===== src/rtl/pwm_pkg.sv =====
// Shared constants and duty helpers for the PWM generator.
// The ramp helper moves a duty value toward a target without overshooting it.
package pwm_pkg;
  localparam int DUTY_W = 8;
  localparam int STEPS  = 100;
  localparam int STEP_W = 7;
  localparam logic [DUTY_W-1:0] DUTY_MAX = 8'd100;

  typedef logic [DUTY_W-1:0] duty_t;

  function automatic duty_t clamp_duty(input duty_t d);
    duty_t r;
    r = (d > DUTY_MAX) ? DUTY_MAX : d;
    return r;
  endfunction

  // The difference is kept 9 bits wide so a downward move never wraps.
  function automatic duty_t ramp_toward(input duty_t cur, input duty_t tgt, input duty_t step);
    logic [DUTY_W:0] diff;
    duty_t           r;
    r = tgt;
    if (step != '0) begin
      if (tgt >= cur) begin
        diff = {1'b0, tgt} - {1'b0, cur};
        if (diff > {1'b0, step}) r = cur + step;
      end else begin
        diff = {1'b0, cur} - {1'b0, tgt};
        if (diff > {1'b0, step}) r = cur - step;
      end
    end
    return r;
  endfunction
endpackage


===== src/rtl/pwm_generator_if.sv =====
// Duty-in / PWM-out bundle between the duty selector, the generator and the pin driver.
interface pwm_generator_if;
  import pwm_pkg::*;
  logic  enable;
  duty_t dutyCycle;
  logic  pwmOut;
  logic  periodStart;
  duty_t activeDuty;

  modport master (output enable, dutyCycle, input pwmOut, periodStart, activeDuty);
  modport slave  (input enable, dutyCycle, output pwmOut, periodStart, activeDuty);
endinterface


===== src/rtl/pwm_prescaler.sv =====
// Free-running 0..PRESCALE-1 counter; tick marks the last cycle of each PWM step.
module pwm_prescaler #(
  parameter int PRESCALE = 500
) (
  input  logic clk,
  input  logic rst_n,
  input  logic clear,
  output logic tick
);
  localparam int PW = (PRESCALE > 1) ? $clog2(PRESCALE) : 1;
  localparam logic [PW-1:0] LAST = PW'(PRESCALE - 1);

  logic [PW-1:0] cnt_q, cnt_d;

  assign tick = (cnt_q == LAST);

  always_comb begin
    cnt_d = cnt_q + PW'(1);
    if (clear || tick) cnt_d = '0;
  end

  always_ff @(posedge clk) begin
    if (!rst_n) cnt_q <= '0;
    else        cnt_q <= cnt_d;
  end
endmodule


===== src/rtl/pwm_generator.sv =====
// Left-aligned 100-step PWM; duty is (optionally slew-limited and) loaded only at
// period boundaries or on the first enabled cycle, so pulses are never truncated.
module pwm_generator
  import pwm_pkg::*;
#(
  parameter int PRESCALE  = 500,
  parameter int RAMP_STEP = 0
) (
  input  logic            clk,
  input  logic            rst_n,
  pwm_generator_if.slave  bus
);
  localparam duty_t             RAMP      = DUTY_W'(RAMP_STEP);
  localparam logic [STEP_W-1:0] LAST_STEP = STEP_W'(STEPS - 1);

  logic              tick, load, clear;
  logic [STEP_W-1:0] stepCnt_q, stepCnt_d;
  duty_t             activeDuty_q, activeDuty_d;
  logic              pwmOut_q, pwmOut_d;
  logic              periodStart_q, periodStart_d;
  logic              pending_q, pending_d;

  // pending_q marks that the next enabled cycle must load, even mid-count.
  assign load  = bus.enable && (pending_q || (tick && stepCnt_q == LAST_STEP));
  assign clear = !bus.enable || load;

  pwm_prescaler #(.PRESCALE(PRESCALE)) u_pre (
    .clk   (clk),
    .rst_n (rst_n),
    .clear (clear),
    .tick  (tick)
  );

  always_comb begin
    stepCnt_d     = stepCnt_q;
    activeDuty_d  = activeDuty_q;
    periodStart_d = 1'b0;
    pending_d     = pending_q;
    if (!bus.enable) begin
      stepCnt_d = '0;
      pending_d = 1'b1;
    end else if (load) begin
      stepCnt_d     = '0;
      pending_d     = 1'b0;
      activeDuty_d  = ramp_toward(activeDuty_q, clamp_duty(bus.dutyCycle), RAMP);
      periodStart_d = 1'b1;
    end else if (tick) begin
      stepCnt_d = stepCnt_q + STEP_W'(1);
    end
    // Compare against next-state values so duty 100 has no low cycle at the wrap.
    pwmOut_d = bus.enable && ({1'b0, stepCnt_d} < activeDuty_d);
  end

  always_ff @(posedge clk) begin
    if (!rst_n) begin
      stepCnt_q     <= '0;
      activeDuty_q  <= '0;
      pwmOut_q      <= 1'b0;
      periodStart_q <= 1'b0;
      pending_q     <= 1'b1;
    end else begin
      stepCnt_q     <= stepCnt_d;
      activeDuty_q  <= activeDuty_d;
      pwmOut_q      <= pwmOut_d;
      periodStart_q <= periodStart_d;
      pending_q     <= pending_d;
    end
  end

  assign bus.pwmOut      = pwmOut_q;
  assign bus.periodStart = periodStart_q;
  assign bus.activeDuty  = activeDuty_q;
endmodule


===== src/flat_wrapper.sv =====
// flat-port wrapper written by rule: the top's interface ports become plain ports
module pwm_generator_flat import pwm_pkg::*;
#(
  parameter int PRESCALE  = 500,
  parameter int RAMP_STEP = 0
)
  (clk, rst_n, bus_enable, bus_dutyCycle, bus_pwmOut, bus_periodStart, bus_activeDuty);
  pwm_generator_if bus_i ();
  input  logic clk;
  input  logic rst_n;
  input wire logic [$bits(bus_i.enable)-1:0] bus_enable;
  input wire logic [$bits(bus_i.dutyCycle)-1:0] bus_dutyCycle;
  output wire logic [$bits(bus_i.pwmOut)-1:0] bus_pwmOut;
  output wire logic [$bits(bus_i.periodStart)-1:0] bus_periodStart;
  output wire logic [$bits(bus_i.activeDuty)-1:0] bus_activeDuty;
  assign bus_i.enable = bus_enable;
  assign bus_i.dutyCycle = bus_dutyCycle;
  assign bus_pwmOut = bus_i.pwmOut;
  assign bus_periodStart = bus_i.periodStart;
  assign bus_activeDuty = bus_i.activeDuty;
  pwm_generator #(.PRESCALE(PRESCALE), .RAMP_STEP(RAMP_STEP)) u_core (.clk(clk), .rst_n(rst_n), .bus(bus_i));
endmodule

===== config.mk =====
export PLATFORM = sky130hd
export DESIGN_NAME = pwm_generator_flat
export DESIGN_NICKNAME = d
export VERILOG_FILES = /design/src/rtl/pwm_pkg.sv /design/src/rtl/pwm_generator_if.sv /design/src/rtl/pwm_prescaler.sv /design/src/rtl/pwm_generator.sv /design/src/flat_wrapper.sv
export SDC_FILE = /design/constraint.sdc
export NUM_CORES = 1
export LEC_CHECK = 0
export ABC_AREA = 1
export CORE_ASPECT_RATIO = 1.5
export CORE_UTILIZATION = 52
export DETAILED_ROUTE_END_ITERATION = 8
export GPL_TIMING_DRIVEN = 0
export PLACE_DENSITY = 0.77
export SLEW_MARGIN = 25
export SYNTH_ARGS = -nofsm -noshare
export SYNTH_HDL_FRONTEND = slang
export SYNTH_SLANG_ARGS = --single-unit

===== constraint.sdc =====
create_clock -name clk -period 4.6 [get_ports clk]
set_input_delay 0.92 -clock clk [delete_from_list [all_inputs] [get_ports clk]]
set_output_delay 0.92 -clock clk [all_outputs]
set_load 0.01 [all_outputs]

## After elaboration in Yosys (flattened, before gate mapping)

Cells that the tools add are included.
W data, S select, Z words.

| word-level totals | value |
|---|---|
| word-level logic and storage cells | 29 |
| input port bits | 11 |
| flip-flop bits (word level) | 27 |
| output and inout port bits | 10 |

| operators by class | value |
|---|---|
| mux-type cells | 7 |
| bitwise operators | 1 |
| reduce and logical (&&, ||, !) cells | 9 |
| magnitude comparators | 2 |
| equal/unequal tests | 2 |
| add/subtract/negate cells | 2 |

Operators with widths:

| kind | count |
|---|---|
| $mux W8 | 3 |
| $mux W7 | 3 |
| $add A9 B1 Y9 const B | 1 |
| $eq A9 B9 Y1 const B | 1 |
| $gt A8 B7 Y1 const B | 1 |
| $lt A7 B8 Y1 | 1 |
| $add A7 B1 Y7 const B | 1 |
| $eq A7 B7 Y1 const B | 1 |
| $logic_and A1 B1 Y1 | 3 |
| $logic_or A1 B1 Y1 | 3 |
| $reduce_and A2 Y1 | 1 |
| $reduce_or A2 Y1 | 1 |
| $logic_not A1 Y1 | 1 |
| $mux W1 | 1 |
| $not A1 Y1 | 1 |

## Logic depth before layout (Yosys ltp)

| depth | value |
|---|---|
| depth in word-level cells | 8 |
| depth in mapped cells | 17 |
| depth with buffers taken out | 16 |

## Cells and area by module

Synthesis repeated with hierarchy kept, for this count alone.

| unflattened totals | value |
|---|---|
| cell total of the unflattened synthesis | 207 |
| area, all modules | 1468.9 um2 |

By module, submodules not included:

| module | sequential area each (um2) | area each (um2) | instances | cells each |
|---|---|---|---|---|
| pwm_generator | 360.3 | 999.7 | 1 | 143 |
| pwm_prescaler | 180.2 | 469.2 | 1 | 64 |

## Worst setup path before layout

No wires, ideal clock.

| timing path | value |
|---|---|
| kind | input -> register |
| from | input bus_enable |
| to | register u_core.pwmOut_q (netlist: u_core.bus.pwmOut) |
| data arrival time | 2166 ps |
| stages | 8 |
| library setup time | 66 ps |
| required time | 4534 ps |
| slack | 2368 ps |
| path buffers | 1 |
| cells stage by stage | clkbuf_2 -> nand3_4 -> inv_1 -> o21ai_0 -> ha_1 -> a21boi_2 -> and3_1 -> a21oi_2 |

| between the ends | value |
|---|---|
| cells in the longest elaborated chain, start to end | 5 |
| elaborated cells on any way between the ends | 7 |
| classes of those cells | order compare (1); mux (4); reduce/logical (2) |

Ends and longest elaborated chain:

| what | line | text |
|---|---|---|
| from (decl) | flat_wrapper.sv:11 | `input wire logic [$bits(bus_i.enable)-1:0] bus_enable;` |
| $logic_and A1 B1 Y1 | pwm_generator.sv:24 | `assign load = bus.enable && (pending_q \|\| (tick && stepCnt_q == LAST_STEP));` |
| $mux W7 or $mux W8 (tied branches) | pwm_generator.sv:42 | `end else if (load) begin` |
| $mux W7 or $mux W8 (tied branches) | pwm_generator.sv:39 | `if (!bus.enable) begin` |
| $lt A7 B8 Y1 | pwm_generator.sv:51 | `pwmOut_d = bus.enable && ({1'b0, stepCnt_d} < activeDuty_d);` |
| $logic_and A1 B1 Y1 * | pwm_generator.sv:51 |  |
| to (signal assigned) | pwm_generator.sv:64 | `pwmOut_q <= pwmOut_d;` |
| to (decl) | pwm_generator.sv:19 | `logic pwmOut_q, pwmOut_d;` |

Mark *: on every way between the ends. The rest lies on a longest branch, timed or not.
A chain may end at the register's enable or synchronous reset.

## Worst setup path in the final report

| timing path | value |
|---|---|
| from | input bus_dutyCycle[0] |
| to | register u_core.pwmOut_q (netlist: u_core.bus.pwmOut) |

| between the ends | value |
|---|---|
| cells in the longest elaborated chain, start to end | 6 |

Ends and longest elaborated chain:

| what | line | text |
|---|---|---|
| from (decl) | flat_wrapper.sv:12 | `input wire logic [$bits(bus_i.dutyCycle)-1:0] bus_dutyCycle;` |
| $gt A8 B7 Y1 | pwm_pkg.sv:13 | `r = (d > DUTY_MAX) ? DUTY_MAX : d;` |
| $mux W8 * | pwm_pkg.sv:13 |  |
| $mux W8 * | pwm_generator.sv:42 |  |
| $mux W8 * | pwm_generator.sv:39 |  |
| $lt A7 B8 Y1 * | pwm_generator.sv:51 |  |
| $logic_and A1 B1 Y1 * | pwm_generator.sv:51 |  |

Marked as above.

==> run metrics <==
RD Place Congestion 0.781; Area contributors post-synth dfxtp_1, nand2_1, nor2_1; largest net degree at the start of global routing 17; Slew @ Worst Pin 0.445 ns; vias per cell 4.98; Worst setup EP type register; power per cell area 238 nW/um^2; Final Net Count between 200 and 250; Syn Nets 219; period utilization 0.529; antenna fix cells 0; Post-DRT Antenna Nets 0; fin. max-slew vios 0; Setup TNS 0 ns; Synth Register Bits 27; Leak between 0.7 and 0.8 nW; IO buf count 19; die width 44.8 um; DRC viols 0; Reg clk slew, reported paths 0.15 ns; worst path buffer plus inverter count 3; root buffer cell clkbuf_4; status finished, final reports clean; Setup Fix Bufs, Post-CTS 0; via count approximately 1,300; cell row count 22; share of layout cells above drive strength 1 0.0897; max-cap violations 0; Initial Utilization 0.564; Max Freq 411 MHz; CP arrival 2.70 ns; Power, Total between 0.4 and 0.5 mW; area delta synth->final 18.6%; Cells after Synth 200; initial antenna violation count 0; core area 2530 um^2; first-pass GRT wire length between 5000 and 6000 um; Max stage delay cell, worst path clkdlybuf4s50_1; most common cell after layout, fill and taps aside nand2_1; number of buffers created by CTS 3; Cell Area, Synth 1430 um^2; Peak VDD IR 0.199 mV; vias in the first global route roughly 1,300; Crit Path Class primary input to register; delay-heaviest family, CP simple AND/OR/NAND/NOR gates; Total Wirelength 2920 um; type of origin of the critical path primary input; num ports 21; clk sinks 27; Req. time, crit path just under 5 ns; Post-CTS Resized 0; most frequent CP cell nand2_1; Hold Path Class register to register; CTS tree yes; Global Route Usage Sum 0.240; Slew headroom 0.703; most frequent cells in the layout nand2_1, nor2_1, dfxtp_1, inv_1, clkdlybuf4s50_1; unrepaired setup endpoints after global routing false; post-synth top area cell dfxtp_1; router iterations before antenna repair 6; Die Span Y 66.2 um; Yosys top cell area share 0.378; post-synth cell types 29; drt initial violations 21; Max Root-Sink Buffers 2; Setup violations, final 0; die area 2970 um^2; Mapped Avg Cell Area a little over 7 um^2; CTS H-tree lvls 1; GRT overflow 0; critical path fanouts, max 3; Post-DP HPWL 2410 um; final worst path period need 2.43 ns; critical path's largest stage delay 0.42 ns; final hold vios 0; critical-path cell list clkdlybuf4s50_1 > o21ai_0 > nand2_1 > nand2_1 > nand2_1 > inv_1 > nand2_1 > nor2_1 > a21oi_1 > ha_1 > nand2_1 > inv_1 > nand2_1 > nand2_1 > a21oi_2; Seq/Total Area, Yosys 0.378; routed length per placed instance 11.3 um; Synth Warn # 0; Worst-Skew Late Latency 0.32 ns; number of buffers inserted by hold repair at cts 0; Clock Skew 0.00925 ns
## logic make-up (layout without fill, tap and decap cells)
family | after synthesis | in the layout | synth area share
DFF | 27 | 27 | 0.378
AOI/OAI and AO/OA | 19 | 19 | 0.0867
and+or+nand+nor | 112 | 112 | 0.356
adders and majority gates | 8 | 8 | 0.0701
buffers and inverters | 29 | 52 | 0.0779
xor gates and xnor gates | 5 | 5 | 0.0306
## sequential cells by signal (all words and copies together), names as in the netlist
signal / cells
u_core.bus.activeDuty: 8
u_core.u_pre.cnt_q: 9
u_core.pending_q: 1
u_core.bus.periodStart: 1
u_core.stepCnt_q: 7
u_core.bus.pwmOut: 1
## report_power, final
part	total (mW)	internal (mW)	switching, mW	leakage, nW
Sequential	0.242	0.239	0.00249	0.219
Clock	0.103	0.0332	0.0702	0.0139
Combinational	0.0574	0.0271	0.0303	0.471
## worst reg2reg max path: stages (launching register included)
cell and delay [ns]:
dfxtp_1 0.38, ha_1 0.19, inv_1 0.06, nor2_1 0.09, nand2_1 0.08, nor2_2 0.14, nand3_1 0.14, nor2_2 0.16
nand3_1 0.10, xor2_1 0.18, nor2_1 0.08, ha_1 0.27, a21boi_2 0.18, and3_1 0.18, a21oi_2 0.05
## stage by stage
stage	util	area (um^2)	cells	hold slack, ns	setup slack, ns
floorplan	-	1430	200	0.418	2.37
global placement	0.657	1660	255	0.427	1.91
detailed placement	0.657	1660	255	0.437	1.84
CTS	0.669	1690	259	0.461	2.18
global route	0.669	1690	259	0.503	2.00
finish	0.669	1690	259	0.458	2.17
## layout make-up
class	instances	area, um^2
Sequential cell	27	541
Tap cell	36	45.0
Clock buffer	3	22.5
Timing Repair Buffer	19	190
Multi-Input combinational cell	144	777
Buffer	3	13.8
Inverter	26	97.6
Fill cell	246	838
Clock inverter	1	7.51
## path summary, 6_finish.rpt
path / from / endpoint / slack, ns / cells past startpoint
worst max-delay path: bus_dutyCycle[0] / u_core.bus.pwmOut$_SDFF_PN0_ / 2.17 / 15
worst min-delay path: u_core.u_pre.cnt_q[0]$_SDFF_PP0_ / u_core.u_pre.cnt_q[0]$_SDFF_PP0_ / 0.46 / 1
worst max register to register: u_core.u_pre.cnt_q[0]$_SDFF_PP0_ / u_core.bus.pwmOut$_SDFF_PN0_ / 2.23 / 14
worst min register to register: u_core.u_pre.cnt_q[0]$_SDFF_PP0_ / u_core.u_pre.cnt_q[0]$_SDFF_PP0_ / 0.46 / 1
## synth_stat cells, drive strengths merged
cell     n
dfxtp   27
ha       8
nor3     7
o21ai    5
clkbuf   2
xor2     4
nor2    42
o21bai   2
xnor2    1
nand3   11
a211oi   1
nand2   47
nand4    1
nor3b    1
inv     26
and3     2
buf      1
or2      1
a21boi   1
a21oi   10
## metal layers
layer	track usage	vias to the layer above	wire length, um
met2	0.463	17	1670
met3	0.0219	6	71
met1	0.241	594	1120
li1	-	672	-
met4	0.117	0	55
met5	0	-	0
Power figures use the tool's default switching activity.
